$ cat config.mk
export PLATFORM = sky130hd
export DESIGN_NAME = regfile_wr_arbiter
export DESIGN_NICKNAME = d
export VERILOG_FILES = /design/src/rtl/regfile_wr_arbiter.sv
export SDC_FILE = /design/constraint.sdc
export NUM_CORES = 1
export LEC_CHECK = 0
export ABC_AREA = 1
export CORE_MARGIN = 4
export CORE_UTILIZATION = 32
export CTS_BUF_LIST = sky130_fd_sc_hd__clkbuf_4
export CTS_CLUSTER_SIZE = 8
export DETAILED_ROUTE_END_ITERATION = 16
export PLACE_DENSITY = 0.8
export SYNTH_ARGS = -nofsm -noshare
export SYNTH_HDL_FRONTEND = slang
export SYNTH_SLANG_ARGS = --single-unit
$ cat constraint.sdc
create_clock -name clk_in -period 1.52 [get_ports clk_in]
set_clock_uncertainty 0.15 [all_clocks]
set_input_delay 0.304 -clock clk_in [delete_from_list [all_inputs] [get_ports clk_in]]
set_output_delay 0.304 -clock clk_in [all_outputs]
set_load 0.02 [all_outputs]
$ cat src/rtl/regfile_wr_arbiter.sv
// Shares the register-file write path (value port + commit tag-clear port) among NREQ writers.
// Define REGWR_RR_ARB_EN for round-robin arbitration; otherwise the lowest requester index wins.
module regfile_wr_arbiter #(
  parameter int NREQ  = 4,
  parameter int TAG_W = 4
) (
  input  logic                    clk_in,
  input  logic                    rst_in,
  input  logic                    rdy_in,
  input  logic                    flush_in,
  input  logic [NREQ-1:0]         req_valid,
  output logic [NREQ-1:0]         req_ready,
  input  logic [5*NREQ-1:0]       req_reg,
  input  logic [32*NREQ-1:0]      req_val,
  input  logic [TAG_W*NREQ-1:0]   req_tag,
  output logic [4:0]              set_reg,
  output logic [31:0]             set_val,
  output logic [4:0]              set_reg_q,
  output logic [31:0]             set_val_q,
  output logic [2:0]              grant_id
);

  localparam int LANES = 8;

  // Requests are unpacked into a fixed 8-lane view so a 3-bit winner index always addresses a lane.
  logic [LANES-1:0] valid_pad;
  logic [4:0]       reg_lane [LANES];
  logic [31:0]      val_lane [LANES];
  logic [31:0]      tag_lane [LANES];

  generate
    for (genvar gi = 0; gi < LANES; gi++) begin : g_lane
      if (gi < NREQ) begin : g_live
        assign valid_pad[gi] = req_valid[gi];
        assign reg_lane[gi]  = req_reg[gi*5 +: 5];
        assign val_lane[gi]  = req_val[gi*32 +: 32];
        assign tag_lane[gi]  = 32'(req_tag[gi*TAG_W +: TAG_W]);
      end else begin : g_pad
        assign valid_pad[gi] = 1'b0;
        assign reg_lane[gi]  = '0;
        assign val_lane[gi]  = '0;
        assign tag_lane[gi]  = '0;
      end
    end
  endgenerate

  logic       arb_enable;
  logic       xfer;
  logic       win_found;
  logic [2:0] win_idx;
  logic [2:0] scan_idx;

  assign arb_enable = rst_in & rdy_in & ~flush_in;
  assign xfer       = arb_enable & win_found;

`ifdef REGWR_RR_ARB_EN
  logic [2:0] ptr_reg;
  logic [2:0] ptr_next;
  logic [3:0] scan_sum;

  always_comb begin
    win_idx   = '0;
    win_found = 1'b0;
    scan_sum  = '0;
    scan_idx  = '0;
    for (int k = 0; k < NREQ; k++) begin
      scan_sum = {1'b0, ptr_reg} + 4'(k);
      if (scan_sum >= 4'(NREQ)) scan_sum = scan_sum - 4'(NREQ);
      scan_idx = scan_sum[2:0];
      if (!win_found && valid_pad[scan_idx]) begin
        win_idx   = scan_idx;
        win_found = 1'b1;
      end
    end
  end

  assign ptr_next = (win_idx == 3'(NREQ-1)) ? 3'd0 : win_idx + 3'd1;

  always_ff @(posedge clk_in) begin
    if (!rst_in) begin
      ptr_reg <= '0;
    end else if (xfer) begin
      ptr_reg <= ptr_next;
    end
  end
`else
  always_comb begin
    win_idx   = '0;
    win_found = 1'b0;
    scan_idx  = '0;
    for (int k = 0; k < NREQ; k++) begin
      scan_idx = 3'(k);
      if (!win_found && valid_pad[scan_idx]) begin
        win_idx   = scan_idx;
        win_found = 1'b1;
      end
    end
  end
`endif

  generate
    for (genvar gi = 0; gi < NREQ; gi++) begin : g_ready
      assign req_ready[gi] = xfer && (win_idx == 3'(gi));
    end
  endgenerate

  // Idle or flushed cycles clear only the indices; data and grant_id keep their last winner for trace.
  always_ff @(posedge clk_in) begin
    if (!rst_in) begin
      set_reg   <= '0;
      set_val   <= '0;
      set_reg_q <= '0;
      set_val_q <= '0;
      grant_id  <= '0;
    end else if (rdy_in) begin
      if (xfer) begin
        set_reg   <= reg_lane[win_idx];
        set_reg_q <= reg_lane[win_idx];
        set_val   <= val_lane[win_idx];
        set_val_q <= tag_lane[win_idx];
        grant_id  <= win_idx;
      end else begin
        set_reg   <= '0;
        set_reg_q <= '0;
      end
    end
  end

endmodule

==> metrics list, run 1 <==
- Result of the run: finished with violations
* Violated checks: negative setup slack
- Via density per instance: 4.824
* Flop and latch count out of synthesis: 43
* Register area share after synthesis: 26.19%
- The final count of hold timing violations was 0.
- Clock Pin Slew Worst Setup and Hold Paths: 0.12 ns
- The path class of the tightest hold or removal check is in2reg.
- CTS Buf Count: 5
- Total core area: 9910 um2
- The floorplan step defined a die boundary enclosing roughly 12000 um2.
- Cells fill between 50% and 60% of the core in the end.
- Vertical extent of the die: about 110 um
- Subtracting the final worst setup slack from the clock period gives 1.679 ns.
- Number of I/O port buffers: approximately 220
* Critical path class: in2out
- Post-layout net count: 948
- Overall Global Routing Usage: 20.77%
* Final WL: ~14000 um
* Highest-count cells in the layout ignoring fill and taps: 164 x sky130_fd_sc_hd__clkdlybuf4s50_1, 96 x sky130_fd_sc_hd__nand2_1, 74 x sky130_fd_sc_hd__nor2_1
- Synthesis handed over a netlist of 552 instances.
- Peak-usage layer in the global routing report: met2
- Setup-failing EPs final: 5
- Sum of buffers and inverters on the critical path: 4
- Leaving out fill and tap cells, the most frequent cell in the layout is sky130_fd_sc_hd__clkdlybuf4s50_1.
* Highest ir drop seen on vdd: 0.2950 mV
- Launching element type of the critical path: primary input
- Die extent in x: approximately 110 um
* Hold Buf Count CTS: 0
- The first TritonRoute pass finished after 4 iterations.
* Stage delay of the slowest cell on the critical path: 0.20 ns
- Final instance area: just under 6000 um2
- After routing, the total negative slack on setup checks comes to -0.4375 ns.
* Htree depth: 2
* Post-synthesis area per instance: 5.955 um2
- Wire length per cell after detailed routing: approximately 15 um
* M1 GR Usage: 20.86%
- Total power for the finished layout comes to 0.003229 W.
- Number of sinks on the clock net: 43
- The initial utilization of the core area, before any placement, comes to 33.17%.
- Required time worst endpoint: about 1.1 ns
* Wire length of the first global-routing pass: 19640 um
- 253 I/O pins were placed.
- Clock latency on the worst-skew pair, taken at its later pin, is roughly 0.34 ns.
- Placement Cell Area: 5625 um2
- Total leakage power: 2.716 nW
- In this run the worst path has a maximum fanout of 3.
* Count of synthesis-stage warnings from yosys: 0
- Setup slack on the critical path of the routed design comes to -0.1587 ns.
- Number of DRC violations after detailed routing: 0
* Cells along the critical path: buf_8, inv_4, nor3_4, o21ai_4, buf_6, nor4_4, buf_4
* # Max-Cap Violations: 0
* Leftover overflow at the end of global routing: 0
- In the final layout, the share of cells above drive strength 1 is 21.11%.
* Number of diodes: 0
* Via count of the first global-routing pass: 4126
- # rows: 36
- In this run the deepest clock path goes through 2 buffers.
- Crit end category: output port
- Top delay family on crit path: buffers and inverters
- Routing usage on met2: 40.93%
* Max Freq: 595.7 MHz
* Post-route fraction of the period consumed by the critical path: 110.4%
- The number of slew-limit violations in the final report came to 0.
* Post-route antenna net violation count: 0
* Power density over the cells: 552.5 nW/um2
- The initial antenna violation count is 0.
- Compared with the post-synthesis result, the final layout area differs by 77.81%.
- For this block, the initial DRC count from the detailed router was roughly 270.
- The cell sitting at the root of the clock tree is a sky130_fd_sc_hd__clkbuf_4.
* TritonCTS clock tree: done
* Post-Synthesis Cell Area: 3287 um2
- Routability-driven placement finished with a final weighted congestion of 0.8171.
- Worst Setup Slack post-DPL: -1.022 ns
- WP data arrival: 1.22 ns
- Setup repair after global routing could not meet its margin everywhere.
* Number of distinct standard cells referenced by the synthesized netlist: 24
- Once detailed placement completed, the half-perimeter wirelength came to slightly above 10000 um.
* Pin count of the biggest net entering global routing: 43
- For met3 alone, demand over resource in global routing was ~5.2%.
- For this design, the slowest cell found on the critical path is sky130_fd_sc_hd__nor3_4.
* Via count: 4390
-- state kept, by name, indices dropped and copies added (netlist names) --
signal,cells
set_val,32
set_reg_q,5
set_val_q,4
grant_id,2
-- worst register-to-register path, cell delays in order (launching register included) --
cell and delay [ns]:
sky130_fd_sc_hd__dfxtp_1 0.39, sky130_fd_sc_hd__nand2_1 0.07, sky130_fd_sc_hd__a21oi_1 0.13
-- cell type report --
type	instances	area [um2]
well taps	133	166.4
clock inverters	1	5.005
inverters	48	190.2
fillers	933	4065
clock buffers	7	52.55
multi-input cells	419	2027
flip-flops and latches	43	863.3
repair buffers	259	2540
-- layer usage --
layer / vias to the layer above / part of all wire, % / wire length, um
met4: 0 / 2.7 / 369
met5: - / 0 / 0
met3: 26 / 9.8 / 1358
met1: 2002 / 35 / 4839
met2: 222 / 52 / 7235
li1: 2140 / - / -
-- through the flow --
| step | hold WS (ns) | cells |
|---|---|---|
| global placement | 0.3055 | 891 |
| CTS | 0.1508 | 905 |
| finish | 0.1761 | 910 |
| detailed placement | 0.3087 | 891 |
| global route | 0.1543 | 910 |
| floorplan | 0.3582 | 580 |
-- Yosys cell counts --
cell,instances,area share (%)
sky130_fd_sc_hd__a21oi_1,7,1.1
sky130_fd_sc_hd__conb_1,1,0.11
sky130_fd_sc_hd__o21ai_2,2,0.53
sky130_fd_sc_hd__inv_1,44,5.0
sky130_fd_sc_hd__o21ai_0,69,11
sky130_fd_sc_hd__nand2_1,97,11
sky130_fd_sc_hd__nand3_4,1,0.53
sky130_fd_sc_hd__buf_2,7,1.1
sky130_fd_sc_hd__nor2_1,93,11
sky130_fd_sc_hd__nor3_1,2,0.30
sky130_fd_sc_hd__nor2_2,24,4.6
sky130_fd_sc_hd__buf_8,1,0.46
sky130_fd_sc_hd__clkbuf_1,20,2.3
sky130_fd_sc_hd__nor4_1,1,0.19
sky130_fd_sc_hd__o21ai_1,36,5.5
sky130_fd_sc_hd__inv_6,1,0.27
sky130_fd_sc_hd__buf_4,35,8.0
sky130_fd_sc_hd__nand2_4,1,0.34
sky130_fd_sc_hd__buf_1,1,0.11
sky130_fd_sc_hd__nor2_4,1,0.34
sky130_fd_sc_hd__buf_6,6,2.1
sky130_fd_sc_hd__nand3_1,56,8.5
sky130_fd_sc_hd__inv_2,3,0.34
sky130_fd_sc_hd__dfxtp_1,43,26
-- report_power, final --
| part | switching [W] | internal, W | leakage (nW) |
|---|---|---|---|
| Clock | 0.000362 | 0.000217 | 0.0361 |
| Sequential | 0.0000369 | 0.00120 | 0.352 |
| Combinational | 0.000694 | 0.000723 | 2.33 |
-- final timing paths --
path	start	to	slack (ns)	cells past startpoint
worst max register to register	set_reg_q[4]	set_reg_q[4]	0.73	2
worst min register to register	set_val[13]	set_val[13]	0.32	2
worst min-delay path	rst_in	set_reg_q[3]	0.18	4
worst max-delay path	rst_in	req_ready[2]	-0.16	7
-- kinds of logic after synthesis --
| kind of cell | synth area share [%] |
|---|---|
| buffers and inverters | 19.60 |
| other | 0.1141 |
| AO/OA/AOI/OAI | 17.59 |
| flip-flops | 26.19 |
| AND/OR/NAND/NOR | 36.51 |
-- repair_timing --
action / in CTS / in global routing
cloned: 0 / 5
setup endpoints to repair: 95 / 84
setup buffers: 6 / 0
endpoints found under the hold margin: 0 / 0
pin swaps: 6 / 15
gates resized for setup: 171 / 91
Power figures use the tool's default switching activity.
==> run 2, diff against run 1 <==
--- a/config.mk
+++ b/config.mk
@@ -8,9 +8,10 @@
 export ABC_AREA = 1
 export CORE_MARGIN = 4
 export CORE_UTILIZATION = 32
-export CTS_BUF_LIST = sky130_fd_sc_hd__clkbuf_4
+export CTS_BUF_LIST = sky130_fd_sc_hd__clkbuf_2 sky130_fd_sc_hd__clkbuf_4 sky130_fd_sc_hd__clkbuf_8
 export CTS_CLUSTER_SIZE = 8
 export DETAILED_ROUTE_END_ITERATION = 16
+export MAX_ROUTING_LAYER = met4
 export PLACE_DENSITY = 0.8
 export SYNTH_ARGS = -nofsm -noshare
 export SYNTH_HDL_FRONTEND = slang
==> run 2 against run 1 <==
Against the previous run: the flow still finishes with violations (negative setup slack); hold slack better by 0.064 ns; combinational power up 13%; non-clock buffer count up 8; final cell count up 0.99%; worst setup slack better by 0.014 ns; flip-flop and latch count unchanged; core utilization up 6.1 points; final area up 10%; die area unchanged; critical endpoint is now req_ready[0]; largest power group unchanged.
==> metrics list, run 2 (synthesis gave the netlist of run 1 again) <==
- The clock passes through at most 2 buffers.
- Result of the run: finished with violations
- Highest-count cells in the layout ignoring fill and taps: 164 x sky130_fd_sc_hd__clkdlybuf4s50_1, 87 x sky130_fd_sc_hd__nand2_1, 56 x sky130_fd_sc_hd__nor2_1
- Clock Pin Slew Worst Setup and Hold Paths: 0.08 ns
* Highest ir drop seen on vdd: 0.3799 mV
- Setup slack on the worst reg-to-reg path comes out at 0.69 ns.
* Wire length per cell after detailed routing: 16.39 um
- The initial antenna violation count is 0.
* Via count of the first global-routing pass: ~4200
- Sum of buffers and inverters on the critical path: 4
- Final hold violation count: 0
- The final layout contains 957 nets.
* Area used by multi-input combinational logic: 2261 um2
* Number of max-slew violations in the final report: 0
* Leftover overflow at the end of global routing: 0
* Number of DRC markers in iteration 0: 273
* Max FFs per register: 32
* Top flop regs: set_val: 32 flops, set_reg_q: 5 flops, set_val_q: 4 flops
- Setup repair after global routing could not meet its margin everywhere.
- Required time worst endpoint: between 1 and 1.5 ns
- For this run, the slowest stage of the critical path takes 0.20 ns.
* Total leakage power: 2.992 nW
- Among all stages on the critical path, the largest delay is contributed by sky130_fd_sc_hd__nor3_4.
- Across the run, the number of max-cap violations was 0.
* CTS Buf Count: 5
* Hold WS: 0.2404 ns
- Post-route antenna net violation count: 0
* Initial Util: 33.17%
- Launching element type of the critical path: primary input
* Later-pin clock latency in the skew report: 0.29 ns
* Final instance area: 6451 um2
- Counting tap cells, the placed design contains a total of 891 instances.
- Placement Cell Area: 5625 um2
- Total area of sequential cells: between 800 and 900 um2
- Clock Tree Root: sky130_fd_sc_hd__clkbuf_8
- Crit path time final: roughly 1.7 ns
- The floorplan step defined a core boundary enclosing just under 10000 um2.
* Via density per instance: ~4.9
- Largest reg by FF count: set_val
- The count of buffers added on input and output ports is about 220.
- The finished layout holds 919 standard cells, fillers aside.
* Min-delay worst type: in2reg
- Walking the worst path, the cells encountered are buf_8, inv_4, nor3_4, o21ai_4, buf_6, nor3_4, buf_6.
- Final worst setup slack: -0.1445 ns
- Final core area utilization: roughly two thirds
- Power density over the cells: 553.5 nW/um2
* Placer Congestion: roughly 0.83
- Of all nets on the critical path, the largest fanout is 3.
* Wire length of the first global-routing pass: 19910 um
* Setup-failing EPs final: 14
- WP data arrival: 1.21 ns
- # rows: 36
* Drt first pass iters: 6
- Fill cell count: 855
- The checks that failed: negative setup slack.
- Critical path class: in2out
- Of the available clock period, the critical path in the final layout requires 109.5%.
* Final-layout setup total negative slack: -0.4910 ns
* Via count: 4538
* Area growth, synth to finish: 96.27%
* Crit end category: output port
- TritonCTS clock tree: done
- Timing would allow up to between 600 and 700 MHz.
- The wire-length estimate of the detail-placed layout is 10120 um.
* Die area: roughly 12000 um2
- After detailed routing, the number of remaining DRC violations is 0.
- Die extent in x: 109.4 um
* Hold Buf Count CTS: 0
* Pin count of the biggest net entering global routing: 43
- The kind of cell with the highest combined delay along the critical path is buffers and inverters.
* Boundary pin count: 253
- Final WL: 15060 um
* Most frequent standard cell in the layout excluding fill and tap cells: sky130_fd_sc_hd__clkdlybuf4s50_1
- Number of diodes: 0
- Fraction of layout cells with a size suffix above 1: between 20 and 25%
* Vertical extent of the die: 109.4 um
* Number of sinks on the clock net: between 40 and 50
- For this run, the total global-route usage over all layers was measured as between 20% and 30%.
- Htree depth: 2
-- run 2: tightest hold or removal path, delay by kind of cell --
family	cells	cell delay, ns
buffers and inverters	3	0.29
AOI/OAI and AO/OA	1	0.04
-- run 2: what timing repair did --
action                                  4_1_cts  5_1_grt
pin swaps                                     6       46
setup buffers                                 7        2
gates resized for setup                     137      129
cloned                                        1       10
endpoints found under the setup margin       95       51
-- run 2: layer usage --
metal / share of wire (%) / vias up / global-route usage, %
li1: - / 2158 / -
met1: 36 / 2101 / 21.73
met2: 53 / 243 / 41.24
met3: 8.8 / 36 / 4.932
met4: 2.7 / 0 / 6.411
met5: 0 / - / -
-- run 2: final cells by class --
class | count | share of cell area, %
clock buffer | 7 | 1.299
multi-input combinational | 419 | 35.05
inverter | 48 | 3.355
tap | 133 | 2.580
timing repair inverter | 1 | 0.2521
clock inverter | 1 | 0.07758
timing repair buffer | 267 | 44.05
sequential | 43 | 13.34
-- run 2: path summary, 6_finish.rpt --
path / from / end / depth (start not counted)
worst max-delay path: rst_in / req_ready[0] / 7
worst min-delay path: rst_in / set_reg_q[2] / 4
worst max register to register: set_reg_q[0] / set_reg_q[0] / 2
worst min register to register: set_val_q[3] / set_val_q[3] / 2
-- run 2: metrics by stage --
| stage | setup WS [ns] | power, W |
|---|---|---|
| floorplan | -0.09271 | 0.001919 |
| global placement | -0.9953 | 0.002572 |
| detailed placement | -1.022 | 0.002597 |
| CTS | -0.2103 | 0.003345 |
| global route | -0.1655 | 0.003758 |
| finish | -0.1445 | 0.003571 |
-- run 2: where the power goes --
group / switching, W / internal (W)
sequential: 0.0000353 / 0.00120
combinational: 0.000786 / 0.000812
clock: 0.000384 / 0.000359
total: 0.00121 / 0.00237
